<file path="src/rtl/riscv_branch_predictor_pkg.sv">
// Shared types and helpers for the dynamic branch predictor: BTB entry layout,
// the default counter width and taken threshold, and the saturating-counter step.
package riscv_bp_pkg;

   localparam int BP_PC_W         = 32;
   localparam int BP_CNT_W        = 2;
   localparam int BP_CNT_TAKEN_TH = 2 ** (BP_CNT_W - 1);

   // Tag is stored zero-extended so one entry type serves every ENTRIES setting.
   typedef struct packed {
      logic               valid;
      logic [BP_PC_W-1:0] tag;
      logic [BP_PC_W-1:0] target;
   } bp_entry_t;

   function automatic int unsigned bp_sat_update(input int unsigned cnt,
                                                 input logic        taken,
                                                 input int unsigned cnt_max);
      if (taken) begin
         return (cnt >= cnt_max) ? cnt_max : cnt + 1;
      end
      return (cnt == 0) ? 0 : cnt - 1;
   endfunction

endpackage

</file>
<file path="src/rtl/riscv_branch_predictor_if.sv">
// Fetch-lookup / EX-resolve / statistics bundle between the core and the branch predictor.
// The core drives through master; the predictor answers through slave.
interface riscv_branch_predictor_if #(
   parameter int PC_W = 32
);
   logic [PC_W-1:0] f_pc;
   logic            f_pred_taken;
   logic [PC_W-1:0] f_pred_target;
   logic            ex_valid;
   logic [PC_W-1:0] ex_pc;
   logic            ex_taken;
   logic [PC_W-1:0] ex_target;
   logic            ex_pred_taken;
   logic [PC_W-1:0] ex_pred_target;
   logic            ex_mispredict;
   logic [PC_W-1:0] ex_redirect_pc;
   logic [31:0]     stat_branches;
   logic [31:0]     stat_mispredicts;

   modport master (
      output f_pc, ex_valid, ex_pc, ex_taken, ex_target, ex_pred_taken, ex_pred_target,
      input  f_pred_taken, f_pred_target, ex_mispredict, ex_redirect_pc,
             stat_branches, stat_mispredicts
   );

   modport slave (
      input  f_pc, ex_valid, ex_pc, ex_taken, ex_target, ex_pred_taken, ex_pred_target,
      output f_pred_taken, f_pred_target, ex_mispredict, ex_redirect_pc,
             stat_branches, stat_mispredicts
   );
endinterface

</file>
<file path="src/rtl/riscv_branch_predictor_sat_counter.sv">
// Per-entry saturating direction counter: inc on taken, dec on not-taken, load weakly-taken on allocate.
//   state (CNT_W=2) | meaning
//   SNT 0           | strongly not-taken
//   WNT 1           | weakly not-taken (reset value)
//   WT  2           | weakly taken (allocation value)
//   ST  3           | strongly taken
module bp_sat_counter
   import riscv_bp_pkg::*;
#(
   parameter int CNT_W    = 2,
   parameter int INIT_CNT = 1
) (
   input  logic             clk,
   input  logic             rst,
   input  logic             i_en,
   input  logic             i_taken,
   input  logic             i_alloc,
   output logic [CNT_W-1:0] o_cnt
);

   localparam int unsigned      CNT_MAX    = (2 ** CNT_W) - 1;
   localparam logic [CNT_W-1:0] WEAK_TAKEN = CNT_W'(2 ** (CNT_W - 1));

   logic [CNT_W-1:0] r_cnt;
   logic [CNT_W-1:0] w_cnt_nxt;

   always_comb begin
      w_cnt_nxt = r_cnt;
      if (i_alloc) begin
         w_cnt_nxt = WEAK_TAKEN;
      end else if (i_en) begin
         w_cnt_nxt = CNT_W'(bp_sat_update(32'(r_cnt), i_taken, CNT_MAX));
      end
   end

   always_ff @(posedge clk) begin
      if (rst) begin
         r_cnt <= CNT_W'(INIT_CNT);
      end else begin
         r_cnt <= w_cnt_nxt;
      end
   end

   assign o_cnt = r_cnt;

endmodule

</file>
<file path="src/rtl/riscv_branch_predictor.sv">
// Direct-mapped BTB with per-entry saturating counters: combinational fetch lookup,
// EX-stage update, mispredict/redirect generation and branch statistics.
module riscv_branch_predictor
   import riscv_bp_pkg::*;
#(
   parameter int ENTRIES  = 16,
   parameter int CNT_W    = 2,
   parameter int INIT_CNT = 1,
   parameter int PC_W     = 32
) (
   input logic                      clk,
   input logic                      rst,
   riscv_branch_predictor_if.slave  bp
);

   localparam int               IDX_W    = $clog2(ENTRIES);
   localparam logic [CNT_W-1:0] TAKEN_TH = CNT_W'(2 ** (CNT_W - 1));

   bp_entry_t          r_ent [ENTRIES];
   logic [CNT_W-1:0]   w_cnt [ENTRIES];
   logic [ENTRIES-1:0] w_cnt_en;
   logic [ENTRIES-1:0] w_cnt_alloc;
   logic [31:0]        r_stat_br;
   logic [31:0]        r_stat_mis;

   logic [IDX_W-1:0]   w_f_idx;
   logic [IDX_W-1:0]   w_ex_idx;
   logic [BP_PC_W-1:0] w_f_tag;
   logic [BP_PC_W-1:0] w_ex_tag;
   logic               w_f_hit;
   logic               w_ex_hit;
   logic               w_unused_lsbs;

   assign w_f_idx  = bp.f_pc[IDX_W+1:2];
   assign w_ex_idx = bp.ex_pc[IDX_W+1:2];
   assign w_f_tag  = BP_PC_W'(bp.f_pc[PC_W-1:IDX_W+2]);
   assign w_ex_tag = BP_PC_W'(bp.ex_pc[PC_W-1:IDX_W+2]);

   // Instructions are word aligned, so the low PC bits never address the table.
   assign w_unused_lsbs = ^{bp.f_pc[1:0], bp.ex_pc[1:0]};

   assign w_f_hit          = r_ent[w_f_idx].valid && (r_ent[w_f_idx].tag == w_f_tag);
   assign bp.f_pred_taken  = w_f_hit && (w_cnt[w_f_idx] >= TAKEN_TH);
   assign bp.f_pred_target = bp.f_pred_taken ? r_ent[w_f_idx].target[PC_W-1:0]
                                             : bp.f_pc + PC_W'(4);

   assign bp.ex_mispredict  = bp.ex_valid &&
                              ((bp.ex_taken != bp.ex_pred_taken) ||
                               (bp.ex_taken && (bp.ex_pred_target != bp.ex_target)));
   assign bp.ex_redirect_pc = bp.ex_taken ? bp.ex_target : bp.ex_pc + PC_W'(4);

   assign w_ex_hit = r_ent[w_ex_idx].valid && (r_ent[w_ex_idx].tag == w_ex_tag);

   // A hit trains the counter; a taken miss claims the slot; a not-taken miss is ignored.
   always_comb begin
      w_cnt_en    = '0;
      w_cnt_alloc = '0;
      if (bp.ex_valid) begin
         if (w_ex_hit) begin
            w_cnt_en[w_ex_idx] = 1'b1;
         end else if (bp.ex_taken) begin
            w_cnt_alloc[w_ex_idx] = 1'b1;
         end
      end
   end

   // Taken updates rewrite valid/tag/target for both the hit and the allocate case.
   always_ff @(posedge clk) begin
      if (rst) begin
         for (int i = 0; i < ENTRIES; i++) begin
            r_ent[i] <= '0;
         end
      end else if (bp.ex_valid && bp.ex_taken) begin
         r_ent[w_ex_idx].valid  <= 1'b1;
         r_ent[w_ex_idx].tag    <= w_ex_tag;
         r_ent[w_ex_idx].target <= BP_PC_W'(bp.ex_target);
      end
   end

   for (genvar g = 0; g < ENTRIES; g++) begin : g_cnt
      bp_sat_counter #(
         .CNT_W    (CNT_W),
         .INIT_CNT (INIT_CNT)
      ) u_cnt (
         .clk     (clk),
         .rst     (rst),
         .i_en    (w_cnt_en[g]),
         .i_taken (bp.ex_taken),
         .i_alloc (w_cnt_alloc[g]),
         .o_cnt   (w_cnt[g])
      );
   end

   always_ff @(posedge clk) begin
      if (rst) begin
         r_stat_br  <= '0;
         r_stat_mis <= '0;
      end else begin
         r_stat_br  <= r_stat_br + 32'(bp.ex_valid);
         r_stat_mis <= r_stat_mis + 32'(bp.ex_mispredict);
      end
   end

   assign bp.stat_branches    = r_stat_br;
   assign bp.stat_mispredicts = r_stat_mis;

endmodule

</file>
<file path="src/flat_wrapper.sv">
// flat-port wrapper written by rule: the top's interface ports become plain ports
module riscv_branch_predictor_flat import riscv_bp_pkg::*;
#(
   parameter int ENTRIES  = 16,
   parameter int CNT_W    = 2,
   parameter int INIT_CNT = 1,
   parameter int PC_W     = 32
)
  (clk, rst, bp_f_pc, bp_ex_valid, bp_ex_pc, bp_ex_taken, bp_ex_target, bp_ex_pred_taken, bp_ex_pred_target, bp_f_pred_taken, bp_f_pred_target, bp_ex_mispredict, bp_ex_redirect_pc, bp_stat_branches, bp_stat_mispredicts);
  riscv_branch_predictor_if #(.PC_W(PC_W)) bp_i ();
  input logic clk;
  input logic rst;
  input wire logic [$bits(bp_i.f_pc)-1:0] bp_f_pc;
  input wire logic [$bits(bp_i.ex_valid)-1:0] bp_ex_valid;
  input wire logic [$bits(bp_i.ex_pc)-1:0] bp_ex_pc;
  input wire logic [$bits(bp_i.ex_taken)-1:0] bp_ex_taken;
  input wire logic [$bits(bp_i.ex_target)-1:0] bp_ex_target;
  input wire logic [$bits(bp_i.ex_pred_taken)-1:0] bp_ex_pred_taken;
  input wire logic [$bits(bp_i.ex_pred_target)-1:0] bp_ex_pred_target;
  output wire logic [$bits(bp_i.f_pred_taken)-1:0] bp_f_pred_taken;
  output wire logic [$bits(bp_i.f_pred_target)-1:0] bp_f_pred_target;
  output wire logic [$bits(bp_i.ex_mispredict)-1:0] bp_ex_mispredict;
  output wire logic [$bits(bp_i.ex_redirect_pc)-1:0] bp_ex_redirect_pc;
  output wire logic [$bits(bp_i.stat_branches)-1:0] bp_stat_branches;
  output wire logic [$bits(bp_i.stat_mispredicts)-1:0] bp_stat_mispredicts;
  assign bp_i.f_pc = bp_f_pc;
  assign bp_i.ex_valid = bp_ex_valid;
  assign bp_i.ex_pc = bp_ex_pc;
  assign bp_i.ex_taken = bp_ex_taken;
  assign bp_i.ex_target = bp_ex_target;
  assign bp_i.ex_pred_taken = bp_ex_pred_taken;
  assign bp_i.ex_pred_target = bp_ex_pred_target;
  assign bp_f_pred_taken = bp_i.f_pred_taken;
  assign bp_f_pred_target = bp_i.f_pred_target;
  assign bp_ex_mispredict = bp_i.ex_mispredict;
  assign bp_ex_redirect_pc = bp_i.ex_redirect_pc;
  assign bp_stat_branches = bp_i.stat_branches;
  assign bp_stat_mispredicts = bp_i.stat_mispredicts;
  riscv_branch_predictor #(.ENTRIES(ENTRIES), .CNT_W(CNT_W), .INIT_CNT(INIT_CNT), .PC_W(PC_W)) u_core (.clk(clk), .rst(rst), .bp(bp_i));
endmodule
</file>
<file path="config.mk">
export PLATFORM = sky130hd
export DESIGN_NAME = riscv_branch_predictor_flat
export DESIGN_NICKNAME = d
export VERILOG_FILES = /design/src/rtl/riscv_branch_predictor_pkg.sv /design/src/rtl/riscv_branch_predictor_if.sv /design/src/rtl/riscv_branch_predictor_sat_counter.sv /design/src/rtl/riscv_branch_predictor.sv /design/src/flat_wrapper.sv
export SDC_FILE = /design/constraint.sdc
export NUM_CORES = 2
export LEC_CHECK = 0
export ABC_AREA = 1
export BUFFER_PORTS_ARGS = -buffer_cell sky130_fd_sc_hd__buf_4
export CAP_MARGIN = 20
export CORE_MARGIN = 8
export CORE_UTILIZATION = 55
export DETAILED_ROUTE_END_ITERATION = 6
export PLACE_DENSITY_LB_ADDON = 0.2
export REMOVE_ABC_BUFFERS = 1
export SYNTH_ARGS = -nofsm -noshare
export SYNTH_HDL_FRONTEND = slang
export SYNTH_SLANG_ARGS = --single-unit
</file>
<file path="constraint.sdc">
create_clock -name clk -period 7.3 [get_ports clk]
set_input_delay 0.365 -clock clk [delete_from_list [all_inputs] [get_ports clk]]
set_output_delay 0.365 -clock clk [all_outputs]
set_load 0.005 [all_outputs]
</file>
# [Yosys cells after proc, flatten, opt, wreduce, memory -nomap -nowiden]
# Memories as Yosys holds them, arrays and structs flattened.
# Index checks and enable logic that the tools add are counted.
# W data, S select, Z words.
[totals] register_bits=96 latchBits=0 mem_bits_rw=944 mem_bits_ro=0 inputBits=133 output_inout_bits=130 elab_cells=270 n_memories=1
[op_classes] n_addsub=36 mul=0 div_mod_pow=0 n_lt_le_gt_ge=20 eq_ne=4 n_shift=0 mux=149 bitwise_logic=1 reduce_logical=41
[memory_table] name="u_core.r_ent" words=16 word_bits=59 rd=2 rd_ports_with_merged_regs=0 write_ports=16 line_no="riscv_branch_predictor.sv:19" text="bp_entry_t r_ent [ENTRIES];"
[op_table] operator="$mux W2" count=98
[op_table] operator="$mux W16" count=5
[op_table] operator="$add A32 B1 Y32" count=2
[op_table] operator="$add A32 B3 Y32 const B" count=2
[op_table] operator="$eq A32 B26 Y1" count=2
[op_table] operator="$mux W32" count=2
[op_table] operator="$mux W59" count=1
[op_table] operator="$reduce_or A59 Y1" count=1
[op_table] operator="$mux W1" count=40
[op_table] operator="$ge A2 B2 Y1 const B" count=17
[op_table] operator="$add A2 B1 Y2 const B" count=16
[op_table] operator="$logic_not A2 Y1" count=16
[op_table] operator="$ne A32 B32 Y1" count=1
[op_table] operator="$reduce_bool A2 Y1" count=16
[op_table] operator="$sub A2 B1 Y2 const B" count=16
[op_table] operator="$bmux W2 S4" count=1
[op_table] operator="$logic_and A1 B1 Y1" count=7
[op_table] operator="$ge A5 B5 Y1 const B" count=1
[op_table] operator="$lt A4 B5 Y1 const B" count=1
[op_table] operator="$not A4 Y5" count=1
[op_table] operator="$demux W1 S4" count=1
[op_table] operator="$ge A4 B1 Y1 const B" count=1
[op_table] operator="$mux W4" count=1
[op_table] operator="$logic_or A1 B1 Y1" count=1
[op_table] operator="$ne A1 B1 Y1" count=1

# [Logic depth before layout (Yosys ltp)]
[logic_depth] word_depth=11 mapped_depth=22

# [Hierarchy]
# From an unflattened synthesis, not the netlist that was laid out.
[unflattened] cells_unflattened=6666 hier_area_um2=54893.9
[modules_own_cells] module="riscv_branch_predictor" instances=1 cells_each=6346 area_per_inst_um2=53112.2
[modules_own_cells] module="bp_sat_counter" instances=16 cells_each=20 area_per_inst_um2=111.4

# [Least setup slack after synthesis]
# OpenSTA, ideal clock, no wires.
[synth_timing] path_kind="input to register" startpoint="input port bp_ex_pc[3]" endpoint="memory u_core.r_ent[12][0] (netlist bit) (enable)" setup_ps=417 arrival_ps=3065 required_ps=6883 setup_slack_ps=3818 cell_stages=10 cell_sequence="buf_4 -> inv_2 -> buf_6 -> buf_2 -> ha_1 -> nand2_1 -> nor2_1 -> nand3_1 -> clkbuf_1 -> nand2_1"
[synth_lines] item="start, declared" line_no="flat_wrapper.sv:15" text="input wire logic [$bits(bp_i.ex_pc)-1:0] bp_ex_pc;"
[synth_lines] item="end, declared" line_no="riscv_branch_predictor.sv:19"

# [Worst setup path in the final report]
[layout_timing] startpoint="input port bp_f_pc[2]" endpoint="output port bp_f_pred_target[30]"
[layout_via] elab_chain_len=7 word_cells_on_any_way=11
[layout_lines] item="start, declared" line_no="flat_wrapper.sv:13" text="input wire logic [$bits(bp_i.f_pc)-1:0] bp_f_pc;"
[layout_lines] item="$not A4 Y5 (implied by the code)" line_no="riscv_branch_predictor.sv:43" text="assign bp.f_pred_taken = w_f_hit && (w_cnt[w_f_idx] >= TAKEN_TH);"
[layout_lines] item="$bmux W2 S4" line_no="riscv_branch_predictor.sv:43"
[layout_lines] item="$mux W2 (implied by the code) (2 in a row)" line_no="riscv_branch_predictor.sv:43"
[layout_lines] item="$ge A2 B2 Y1" line_no="riscv_branch_predictor.sv:43"
[layout_lines] item="$logic_and A1 B1 Y1" line_no="riscv_branch_predictor.sv:43"
[layout_lines] item="$mux W32 (*)" line_no="riscv_branch_predictor.sv:44" text="assign bp.f_pred_target = bp.f_pred_taken ? r_ent[w_f_idx].target[PC_W-1:0]"
[layout_lines] item="end, declared" line_no="flat_wrapper.sv:21" text="output wire logic [$bits(bp_i.f_pred_target)-1:0] bp_f_pred_target;"
# Every way passes the cells marked *; elsewhere a longest branch is shown, timed or not. The select of a mux whose other input is x is not followed.

==> flow_summary.yaml <==
layout:
  final_cell_mix: "1573 x nor2_1, 1311 x nand2_1, 928 x edfxtp_1"
  area_growth_syn_to_layout_pct: 11.10
  num-nets-final: 6739
  drive_gt1_share_pct: 8.750
  final_cells: 7977
  final_common_cell: "nor2_1"
  num-fill-cells: 8539
synth:
  synth.distinct_cells: 50
  synthCells: 6617
  synth_warnings: 0
  synth_edf_count: 928
  ys.flop_type: "edfxtp_1"
  ys_seq_area_share_pct: 55.08
  ys_ff_latch: 1040
  synthArstFlopShare_pct: 0
  syn_avg_cell_area_um2: 8.261
  syn_area_um2: 54660
setup_path:
  rrSetupSlack_ns: 4.00
  r2r-start: "u_core.r_ent[12][43]"
  start_kind: "input pin"
  cp_num_buf_inv: 6
  crit_path_frequent_cell: "nand2_1"
  crit_fanout: 122
  slowest_delay_ns: 0.85
  r2r_cells: 16
  reg2reg_to: "u_core.g_cnt[6].u_cnt.o_cnt[1]"
  crit_family: "buffers and inverters"
  path_cells: "buf_8, inv_8, buf_4, o21ai_0, nand2_1, nand2_1, nand2_1, inv_1, nand2_1, o21ai_1, nor2_1, nand4_1, nor2_2, nand2_2, inv_2, nand2_1, nand2_1, buf_4"
  path_class: "input pin to output port"
  arrival_ns: 5.50
  crit_path_end_kind: "output port"
  cp.required_ns: 6.93
  slowest_stage: "buf_4"
cts:
  cts_resized: 0
  cts_buffer_depth: 3
  post_cts_buffers: 0
  clk_pin_slew_ns: 0.06
  cts_made_buffers: 109
  clkLatencyLatePin_ns: 0.72
  ctsHoldBuffers: 0
  cts_tree: "done"
  cts_root_buf: "clkbuf_16"
  cts.sinks: 1040
  cts_max_level: 3
global_routing:
  grt_start_max_net_pins: 176
  grt_first_pass_wirelength_um: 303400
  grt_overflow: 0
  first_global_vias: 46590
  track_usage_pct: 36.49
  antenna_found_initial: 15
place:
  placedCellCount: 7772
  place_congestion: 1.044
  portBuffers: 262
  dp_hpwl_um: 124800
drt:
  wl_per_cell_um: 26.37
  drt_iter0_drc: 8463
  routed_wl_um: 210400
  first_pass_iters: 7
  drc: 0
  dr_total_vias: 50230
  ant_nets: 0
  vias_per_cell: 6.297
timing:
  fin_crit_ns: 5.866
  fin_hold_ws_ns: 0.1385
  tightest_slew_ns: 1.293
  slew_viol_final: 0
  rsz0062_at_grt: "no"
  skew_ns: 0.03581
  fin_setup_tns_ns: 0
  fin_crit_sh_pct: 80.36
  setup_violations: 0
  final-hold-violation-count: 0
  fmax_mhz: 170.5
  slew_headroom_pct: 13.79
worst_hold_path:
  hold_path.class: "input pin to register"
  hp-start: "rst"
  hold_path_depth: 2
  holdPathEnd: "u_core.bp.stat_mispredicts[29]"
power_and_ir_drop:
  power_frac_seq_pct: 48.4
  swShare_pct: 26.80
  clock_power_share_pct: 39.4
  powerDensity_nw_per_um2: 233.6
  pwr-share-comb_pct: 12.3
  p_leak_nw: 24.68
  p_int_w: 0.01039
  peakVddDrop_mv: 0.2125
  power_switching_w: 0.003802
floorplan:
  fp.dieW_um: 331.3
  core_area_um2: 98420
  ios: 263
  dieHeight_um: 331.3
  rows: 115
  start_util_pct: 55.54
  dieArea_um2: 109700
run:
  drv_cap: 0
run_status:
  status: "completed"
## cell type report
class	count	area (um^2)	area share (%)
sequential	1040	30110	49.58
multi-input combinational	4594	20860	34.35
clock buffer	137	2938	4.837
timing repair buffer	339	2683	4.417
inverter	513	1947	3.206
tap	1287	1610	2.652
clock inverter	63	574.3	0.9457
antenna	4	10.01	0.01648
## stage by stage
stage	instance area [um^2]	power [W]	util (%)	setup slack, ns
6_report	60730	0.01419	61.71	1.434
3_5_place_dp	57180	0.008643	58.10	1.765
2_1_floorplan	52550	0.007802	-	1.453
5_1_grt	60720	0.01452	61.70	1.428
4_1_cts	60690	0.01412	61.67	1.768
3_3_place_gp	57150	0.008615	58.07	1.797
## how the worst max path moves through the flow
stage	startpoint	to	cells past startpoint
floorplan	bp_ex_pc[2]	u_core.r_ent[12][0]	6
global placement	bp_ex_target[21]	u_core.bp.stat_mispredicts[26]	22
detailed placement	bp_ex_target[21]	u_core.bp.stat_mispredicts[26]	22
CTS	bp_f_pc[2]	bp_f_pred_target[30]	18
global route	bp_f_pc[2]	bp_f_pred_target[30]	18
finish	bp_f_pc[2]	bp_f_pred_target[30]	18
## state kept, by name (all words and copies together), names as in the netlist
name and cells:
u_core.r_ent 944, u_core.g_cnt.u_cnt.o_cnt 32, u_core.bp.stat_mispredicts 32, u_core.bp.stat_branches 32
## kinds of logic (layout without fill, tap and decap cells)
group	after synthesis	in the layout	synth area share (%)
other	0	4	0
flip-flops	1040	1040	55.08
adder cells (fa/ha/maj)	9	9	0.2060
XOR/XNOR	62	62	0.9934
buffers and inverters	983	1052	7.384
AND/OR/NAND/NOR	3412	3412	25.02
AO/OA/AOI/OAI	1111	1111	11.32
## Yosys cell counts, types with 49 or more instances
master,n,area share [%]
xor2_1,56,0.90
buf_2,118,1.1
nor2_1,1576,11
o211ai_1,81,1.1
inv_1,449,3.1
dfxtp_1,112,4.1
clkbuf_1,290,2.0
nor3_1,59,0.54
edfxtp_1,928,51
a21oi_1,226,2.1
o22ai_1,83,0.95
clkinv_1,49,0.34
o21ai_0,589,5.4
nand3_1,334,3.1
nand2_1,1329,9.1
## metal layers
metal	track usage, %	vias to the layer above	part of all wire, %
met3	11.45	753	15
met4	19.92	14	6.4
li1	-	21910	-
met2	54.93	3964	43
met5	0	-	0.045
met1	46.89	23580	35
## power by group through the flow
stage | Sequential [W] | Clock (W) | Combinational (W)
floorplan | 0.00696 | 0 | 0.000841
global placement | 0.00697 | 0 | 0.00165
detailed placement | 0.00698 | 0 | 0.00166
CTS | 0.00686 | 0.00559 | 0.00167
global route | 0.00688 | 0.00581 | 0.00183
finish | 0.00686 | 0.00559 | 0.00174
(Power assumes the default switching activity.)
